--- src/rtl/mouse_sprite_render.sv ---
// Mouse-pointer overlay: rectangle hit test, sprite RAM addressing and colour-keyed compositing (3-cycle pipe).
// Optional POINTER_SCALE2_EN draws the pointer at 2x with each sprite texel covering 2x2 pixels.
module mouse_sprite_render #(
  parameter int                    DATA_WIDTH  = 12,
  parameter int                    ADDR_WIDTH  = 10,
  parameter int                    COORD_WIDTH = 11,
  parameter logic [DATA_WIDTH-1:0] KEY_COLOR   = 12'hF0F
) (
  input  logic                   clk_i,
  input  logic                   rst_ni,
  input  logic [COORD_WIDTH-1:0] x_i,
  input  logic [COORD_WIDTH-1:0] y_i,
  input  logic                   video_on_i,
  input  logic [DATA_WIDTH-1:0]  bg_rgb_i,
  input  logic                   frame_start_i,
  input  logic [COORD_WIDTH-1:0] mouse_x_i,
  input  logic [COORD_WIDTH-1:0] mouse_y_i,
  output logic [ADDR_WIDTH-1:0]  ram_addr_o,
  input  logic [DATA_WIDTH-1:0]  ram_dout_i,
  output logic [DATA_WIDTH-1:0]  rgb_out_o,
  output logic                   in_sprite_o
);

  localparam int HALF = ADDR_WIDTH / 2;
`ifdef POINTER_SCALE2_EN
  localparam logic [COORD_WIDTH:0] WIN = (COORD_WIDTH+1)'(2 ** (HALF + 1));
`else
  localparam logic [COORD_WIDTH:0] WIN = (COORD_WIDTH+1)'(2 ** HALF);
`endif

  logic [COORD_WIDTH-1:0] pos_x_q, pos_y_q;
  logic [COORD_WIDTH:0]   dx, dy;
  logic                   hit;
  logic [ADDR_WIDTH-1:0]  ram_addr_q, ram_addr_d;
  logic                   hit_d1_q, hit_d2_q, vid_d1_q, vid_d2_q;
  logic [DATA_WIDTH-1:0]  bg_d1_q, bg_d2_q;
  logic [DATA_WIDTH-1:0]  rgb_q, rgb_d;
  logic                   in_sprite_q, in_sprite_d;
  logic                   opaque;

  // Subtraction is one bit wider so x < pos never aliases into the window.
  assign dx  = {1'b0, x_i} - {1'b0, pos_x_q};
  assign dy  = {1'b0, y_i} - {1'b0, pos_y_q};
  assign hit = (x_i >= pos_x_q) && (y_i >= pos_y_q) && (dx < WIN) && (dy < WIN);

  always_comb begin
    ram_addr_d = ram_addr_q;
    if (hit) begin
`ifdef POINTER_SCALE2_EN
      ram_addr_d = {dy[HALF:1], dx[HALF:1]};
`else
      ram_addr_d = {dy[HALF-1:0], dx[HALF-1:0]};
`endif
    end
  end

  assign opaque      = hit_d2_q && (ram_dout_i != KEY_COLOR);
  assign in_sprite_d = vid_d2_q && opaque;

  always_comb begin
    rgb_d = '0;
    if (vid_d2_q) rgb_d = opaque ? ram_dout_i : bg_d2_q;
  end

  always_ff @(posedge clk_i or negedge rst_ni) begin
    if (!rst_ni) begin
      pos_x_q     <= '0;
      pos_y_q     <= '0;
      ram_addr_q  <= '0;
      hit_d1_q    <= 1'b0;
      hit_d2_q    <= 1'b0;
      vid_d1_q    <= 1'b0;
      vid_d2_q    <= 1'b0;
      bg_d1_q     <= '0;
      bg_d2_q     <= '0;
      rgb_q       <= '0;
      in_sprite_q <= 1'b0;
    end else begin
      // Position only moves at frame start; the current pixel still sees the old one.
      if (frame_start_i) begin
        pos_x_q <= mouse_x_i;
        pos_y_q <= mouse_y_i;
      end
      ram_addr_q  <= ram_addr_d;
      hit_d1_q    <= hit;
      vid_d1_q    <= video_on_i;
      bg_d1_q     <= bg_rgb_i;
      hit_d2_q    <= hit_d1_q;
      vid_d2_q    <= vid_d1_q;
      bg_d2_q     <= bg_d1_q;
      rgb_q       <= rgb_d;
      in_sprite_q <= in_sprite_d;
    end
  end

  assign ram_addr_o  = ram_addr_q;
  assign rgb_out_o   = rgb_q;
  assign in_sprite_o = in_sprite_q;

endmodule

--- config.mk ---
export PLATFORM = sky130hd
export DESIGN_NAME = mouse_sprite_render
export DESIGN_NICKNAME = d
export VERILOG_FILES = /design/src/rtl/mouse_sprite_render.sv
export SDC_FILE = /design/constraint.sdc
export NUM_CORES = 1
export LEC_CHECK = 0
export ABC_AREA = 0
export CAP_MARGIN = 0
export CORE_MARGIN = 2
export CORE_UTILIZATION = 50
export CTS_BUF_LIST = sky130_fd_sc_hd__clkbuf_8
export CTS_CLUSTER_DIAMETER = 60
export DETAILED_ROUTE_END_ITERATION = 8
export GPL_TIMING_DRIVEN = 0
export PLACE_DENSITY_LB_ADDON = 0.08
export SETUP_SLACK_MARGIN = 0.15
export SLEW_MARGIN = 20
export SYNTH_ARGS = -nofsm -noshare
export SYNTH_HDL_FRONTEND = slang
export SYNTH_SLANG_ARGS = --single-unit
--- constraint.sdc ---
create_clock -name clk_i -period 3.4 [get_ports clk_i]
set_input_delay 0.68 -clock clk_i [delete_from_list [all_inputs] [get_ports clk_i]]
set_output_delay 0.68 -clock clk_i [all_outputs]
set_load 0.01 [all_outputs]
# Word level (Yosys, flattened, before mapping)
# Index checks and enable logic that the tools add are counted.
# op_classes
addsub	2
n_lt_le_gt_ge	4
n_eq_ne	1
n_mux	2
reduce_logical	5
# op_table
operator	count
< comparator 12 x 6 -> 1 bit, second input constant	2
two-way mux 12 bit	2
subtractor 11 x 11 -> 12 bit	2
>= comparator 11 bit	2
inequality test 12 bit, second input constant	1
logical AND 1 bit	5
# word_totals
register_bits	73
input_bits	72
out_inout_bits	23

# Logic depth before layout (Yosys ltp)
# depth
depth_word	4
ltp_mapped	12
ltp_nobuf	11

# Least setup slack after synthesis
# Ideal clock, no wire load.
# synth_timing
path_kind	input port to flip-flop
from	in x_i[0]
to	reg ram_addr_q[2] (netlist: ram_addr_o[2])
arrival_time_ns	2.970
t_required_ns	3.275
slack_ns	0.305
cell_stages	12
cell_sequence	inv_1 > ha_1 > fa_1 > nor2b_4 > o31a_1 > or3_4 > a21oi_2 > mux2_1 > o2111ai_1 > nor4_2 > buf_6 > mux2_4
# synth_via
elab_chain_len	4
# synth_lines
item	line	text
start, declared	11	input logic [COORD_WIDTH-1:0] x_i,
subtractor 11 x 11 -> 12 bit / >= comparator 11 bit (equally long branches)	42, 44	
< comparator 12 x 6 -> 1 bit / logical AND 1 bit (equally long branches)	44	assign hit = (x_i >= pos_x_q) && (y_i >= pos_y_q) && (dx < WIN) && (dy < WIN);
logical AND 1 bit (2 in series)	44	
end signal, assigned	84	ram_addr_q <= ram_addr_d;
end, declared	34	logic [ADDR_WIDTH-1:0] ram_addr_q, ram_addr_d;
# Parallel ways exist; a longest one is shown, timed or not.
# A chain may end at the register's enable or synchronous reset.

# Final worst setup path
# layout_timing
from	in y_i[2]
to	reg ram_addr_q[7] (netlist: ram_addr_o[7])
# layout_via
elab_chain_len	4
# layout_lines
item	line	text
start, declared	12	input logic [COORD_WIDTH-1:0] y_i,
parallel branches: the longest is 4 deep, another holds subtractor 11 x 11 -> 12 bit	--	
# Parallel ways; which one is timed is not known.

==> flow_metrics.py <==
metrics = {
    "run_status": {
        "outcome": "finished, final reports clean",
    },
    "floorplanning": {
        "coreArea_um2": 6870,
        "fp.dieH_um": 88.8,
        "num_rows": 30,
        "die_w_um": 88.8,
        "start_util": 0.523,
        "io_pins": 95,
        "die_area_um2": 7880,
    },
    "cts": {
        "numCtsBuffers": 9,
        "clock_sinks": 73,
        "clk_pin_slew_worst_paths_ns": 0.08,
        "postCtsHoldBufs": 0,
        "clkLatencyLatePin_ns": 0.35,
        "htree_levels": 3,
        "clk_path_buf_depth": 2,
        "cts_root_buffer": "clkbuf_8",
        "cts_tree": "done",
    },
    "detailed_routing": {
        "wl_per_cell_um": 15.3,
        "drt-initial-drc-count": 128,
        "vias": 2995,
        "drc": 0,
        "postRouteAntennaNets": 0,
        "wl_um": 8700,
        "dr.pass1.iters": 4,
        "vias_per_cell": 5.27,
    },
    "global_routing": {
        "grt-ovfl-total": 0,
        "grt_max_degree": 56,
        "grt_pass1_wl_um": 13500,
        "antenna_found_initial": 0,
        "grt.total_usage": 0.225,
        "grt_pass1_vias": 3017,
    },
    "sta": {
        "skew_ns": 0.0110,
        "max_freq_mhz": 314,
        "finalCritPeriodShare": 0.938,
        "hold_violations": 0,
        "min_period_ns": 3.19,
        "rsz0062_at_grt": "false",
        "setup_viol": 0,
        "relSlewSlack": 0.481,
        "slew_violations": 0,
        "worst_pin_slew_ns": 0.772,
    },
    "placed_design": {
        "gp_congestion": 0.857,
        "place_inst": 534,
        "port_buffers": 93,
        "hpwl_um": 5950,
    },
    "power": {
        "peakVddDrop_v": 0.000369,
        "power_density_nw_per_um2": 430,
        "p_leak_nw": 2.43,
    },
    "worst_setup_path": {
        "required_ns": 3.64,
        "path_cells": "clkdlybuf4s50_1, ha_4, nor2b_2, o31a_1, o21ai_2, mux2i_1, nor4_2, nand4_1, nor4_4, buf_4, mux2_4",
        "path_max_fanout": 5,
        "endpoint_kind": "register",
        "cp-start-kind": "input pin",
        "critical_path_arrival_ns": 3.43,
        "path_class": "in2reg",
        "crit_slowest_cell": "clkdlybuf4s50_1",
        "max_stage_delay_ns": 0.51,
    },
    "worst_hold_path": {
        "min_path_type": "in2async",
    },
    "layout": {
        "drive_gt1_frac": 0.174,
        "final_cell_mix": "84 x clkdlybuf4s50_1, 73 x dfrtp_1, 36 x nand2_1",
        "layout_commonest_cell": "clkdlybuf4s50_1",
        "seq_area_um2": 1830,
        "multi_input_area_um2": 1800,
        "fin_cells": 568,
        "n_fill_cell": 494,
        "fin_util": 0.765,
        "fin_nets": 563,
        "diodes": 0,
        "synthToLayoutAreaGrowth_pct": 46.2,
    },
    "logic_synthesis": {
        "ys_seq_elements": 73,
        "synth_area_per_cell_um2": 10.4,
        "netlist_instances": 344,
        "syn_area_um2": 3590,
        "seq_area_frac_synth": 0.508,
        "syn_nets": 440,
        "synth_cell_types": 49,
        "yosys.area.top_type": "dfrtp_1",
        "synth_area_leaders": "dfrtp_1 51%, ha_1 7.7%, o21ai_0 4.5%",
        "yosysTopAreaCellShare": 0.508,
        "yosysWarnings": 0,
    },
    "run": {
        "maxCapViolations": 0,
    },
}
## per-stage QoR
stage,hold WS (ns),cell area [um2],power [W],setup TNS [ns],setup slack (ns)
6_report,0.201,5260,0.00226,0,0.212
2_1_floorplan,0.331,3590,0.00122,0,0.305
5_1_grt,0.206,5260,0.00237,0,0.102
4_1_cts,0.197,5120,0.00221,0,0.152
3_5_place_dp,0.335,4670,0.00141,-3.52,-0.419
3_3_place_gp,0.331,4650,0.00139,-58.04,-0.754
## synth_stat cells, drive strengths merged
cell and n:
dfrtp 73, nand2 36, inv 34, o21ai 32, ha 22, nor2 22, a21oi 21, mux2i 15
mux2 9, clkbuf 8, nor2b 7, o21a 5, nand3 4, nand4 4, nor3 4, o2111ai 4
xnor2 4, a21o 3, buf 3, nor4 3, a2111oi 2, a21boi 2, a22oi 2, a41oi 2
fa 2, nand2b 2, nand4b 2, o31a 2, o31ai 2, or3 2, a211o 1, a211oi 1
a32o 1, a32oi 1, nand4bb 1, nor3b 1, o211a 1, o211ai 1, o22ai 1, o32ai 1
xor2 1
## per-layer routing
| metal | global-route usage | part of all wire | up-vias |
|---|---|---|---|
| met5 | 0 | 0 | - |
| met4 | 0.0882 | 0.019 | 0 |
| met3 | 0.0448 | 0.052 | 13 |
| met2 | 0.376 | 0.50 | 106 |
| met1 | 0.289 | 0.43 | 1429 |
| li1 | - | - | 1447 |
## flip-flops by register name, indices dropped and copies added, names as in the netlist
name,count
hit_d1_q,1
bg_d2_q,12
ram_addr_o,10
hit_d2_q,1
pos_y_q,11
in_sprite_o,1
bg_d1_q,12
pos_x_q,11
rgb_out_o,12
vid_d1_q,1
vid_d2_q,1
## worst max-delay path, delay by kind of cell
kind	cells	cell delay, ns
and+or+nand+nor	4	0.93
buffers and inverters	2	0.72
AOI/OAI and AO/OA	2	0.45
muxes	2	0.40
adders and majority gates	1	0.23
## cell type report
type | instances | share of cell area
Buffer | 11 | 0.0129
Inverter | 34 | 0.0243
Timing Repair Buffer | 112 | 0.209
Tap cell | 96 | 0.0229
Multi-Input combinational cell | 226 | 0.343
Sequential cell | 73 | 0.348
Clock inverter | 7 | 0.0174
Clock buffer | 9 | 0.0236
## logic make-up (layout without fill, tap and decap cells)
| kind of cell | count (synthesis) | in the layout | synth area share |
|---|---|---|---|
| mux | 24 | 24 | 0.0762 |
| buf+inv | 45 | 173 | 0.0498 |
| compound gates | 85 | 85 | 0.148 |
| flops | 73 | 73 | 0.508 |
| simple gates | 88 | 88 | 0.118 |
| fa+ha+maj | 24 | 24 | 0.0877 |
| xor+xnor | 5 | 5 | 0.0122 |
## power by group
part	switching [W]	internal, W
combinational	0.000287	0.000293
clock	0.000335	0.000413
sequential	0.0000154	0.000914
total	0.000638	0.00162
## timing repair
| item | CTS | global route |
|---|---|---|
| gates cloned | 1 | 0 |
| setup endpoints to repair | 10 | 10 |
| setup buffers | 13 | 4 |
| resized for setup | 31 | 32 |
| hold endpoints to repair | 0 | 0 |
| pin swaps | 15 | 21 |
## worst paths after layout
| path | start | slack, ns | cells after the start | to |
|---|---|---|---|---|
| worst min-delay path | rst_ni | 0.20 | 1 | ram_addr_o[6]$_DFFE_PN0P_ |
| worst min register to register | bg_d1_q[11]$_DFF_PN0_ | 0.34 | 0 | bg_d2_q[11]$_DFF_PN0_ |
| min in group clk_i | bg_d1_q[11]$_DFF_PN0_ | 0.34 | 0 | bg_d2_q[11]$_DFF_PN0_ |
| worst max register to register | pos_x_q[2]$_DFFE_PN0P_ | 0.35 | 12 | ram_addr_o[7]$_DFFE_PN0P_ |
| max in group asynchronous | rst_ni | 2.66 | 2 | pos_x_q[9]$_DFFE_PN0P_ |
| worst max-delay path | y_i[2] | 0.21 | 11 | ram_addr_o[7]$_DFFE_PN0P_ |
Note: power is estimated with default switching activity, not from simulation.
==> variant (same flow settings) <==
`COORD_WIDTH`: 11 -> 9.
--- a/src/rtl/mouse_sprite_render.sv
+++ b/src/rtl/mouse_sprite_render.sv
@@ -4,5 +4,5 @@
   parameter int                    DATA_WIDTH  = 12,
   parameter int                    ADDR_WIDTH  = 10,
-  parameter int                    COORD_WIDTH = 11,
+  parameter int                    COORD_WIDTH = 9,
   parameter logic [DATA_WIDTH-1:0] KEY_COLOR   = 12'hF0F
 ) (
Interface: changed (resized mouse_x_i, mouse_y_i, x_i and y_i); port bits go from 95 to 87. No check against the original RTL was run, so the function may have changed too.
==> variant against the original RTL <==
Via count fell by 12%; synthesized area shrank 11%; cell area is 11% lower; sequential cell count shrank 4; routed wire length down 13%; highest routed layer unchanged; fmax about the same; combinational power fell by 17%; register-to-register slack about the same; worst setup slack better by 0.0013 ns; clock skew increased by 0.00067 ns; count of clock-buffer cells in the layout unchanged; total power shrank 6.6%.
==> variant: results (changes against the original RTL) <==
metric,value,unit,change
gp_congestion,0.8273,,was 0.8570
track_usage,21.72,%,was 22.51%
power_switching_share,27.23,%,was 28.24%
grt_pass1_wl,11940,microns,"was 13,530 microns"
clkPwrFrac,35.3,%,was 33.2%
crit_path_max_incr_delay,0.49,ns,was 0.51 ns
synthTopCellsByCount,"dfrtp_1, inv_1, nor2_1, nand2_1, o21ai_0",,"was dfrtp_1, nand2_1, inv_1, o21ai_0"
fillers,455,,was 494
finalNetCount,490,,was 563
syn-num-nets,376,,was 440
use_met2,37.66,%,was 37.58%
grtUsageMet1,26.61,%,was 28.89%
worstMarginPinSlew,0.6715,ns,was 0.7715 ns
pwr_density_cell,450.1,nW/um^2,was 429.6 nW/um^2
drt-met1-wl,3092,microns,was 3753 microns
place_worst_setup_slack,-0.6171,ns,was -0.4189 ns
synth_xor_area_share,2.452,%,was 1.218%
min_period,3.187,ns,was 3.188 ns
rr_startpoint,pos_x_q[0],,was pos_x_q[2]
critPathSlowestCell,or4_4,,was clkdlybuf4s50_1
holdWs,0.2100,ns,was 0.2012 ns
outcome,"finished, final reports clean",,unchanged
skew,0.01167,ns,was 0.01100 ns
grt_pass1_vias,2629,,"was 3,017"
synth_cell_types,46,,was 49
yosysSeqAreaShare,53.72,%,was 50.82%
reg2regPathDepth,10,,was 12
grt_use_met3,4.720,%,was 4.478%
place_area,4202,sq um,was 4671 sq um
met2_length,3784,microns,was 4331 microns
ir_drop,252.9,uV,was 369.1 uV
dp_hpwl,5308,microns,was 5951 microns
grt_max_degree,53,,was 56
muxShareOfSynthArea,7.435,%,was 7.623%
dr_wl_met3,491,microns,was 454 microns
cts_resized,12,,was 31
layout-drive-gt1-share,16.55,%,was 17.37%
postCtsSetupBuffers,7,,was 13
comb_power_share,22.9,%,was 25.7%
critPathArrivalTime,3.41,ns,was 3.43 ns
io_buffers,85,,was 93
variant: cell types whose count changed after synthesis, sizes merged, moves of 3 or more:
cell,before,now
a21oi,21,14
dfrtp,73,69
ha,22,18
inv,34,26
nand2,36,24
nor2,22,25
o2111ai,4,1
o21ai,32,22
xnor2,4,9
variant: cell type report:
class | count | area (sq um) | area share, %
inverters | 26 | 97.59 | 2.083
repair buffers | 103 | 1013 | 21.63
well taps | 77 | 96.34 | 2.056
plain buffers | 8 | 45.04 | 0.9613
clock buffers | 9 | 123.9 | 2.644
flip-flops and latches | 69 | 1727 | 36.85
clock inverters | 7 | 97.59 | 2.083
multi-input cells | 189 | 1485 | 31.70
variant: stage by stage:
step,setup TNS (ns),std cells
after floorplan,0,292
after global placement,-48.93,454
after detailed placement,-5.594,455
after CTS,0,479
after global routing,0,488
final,0,488
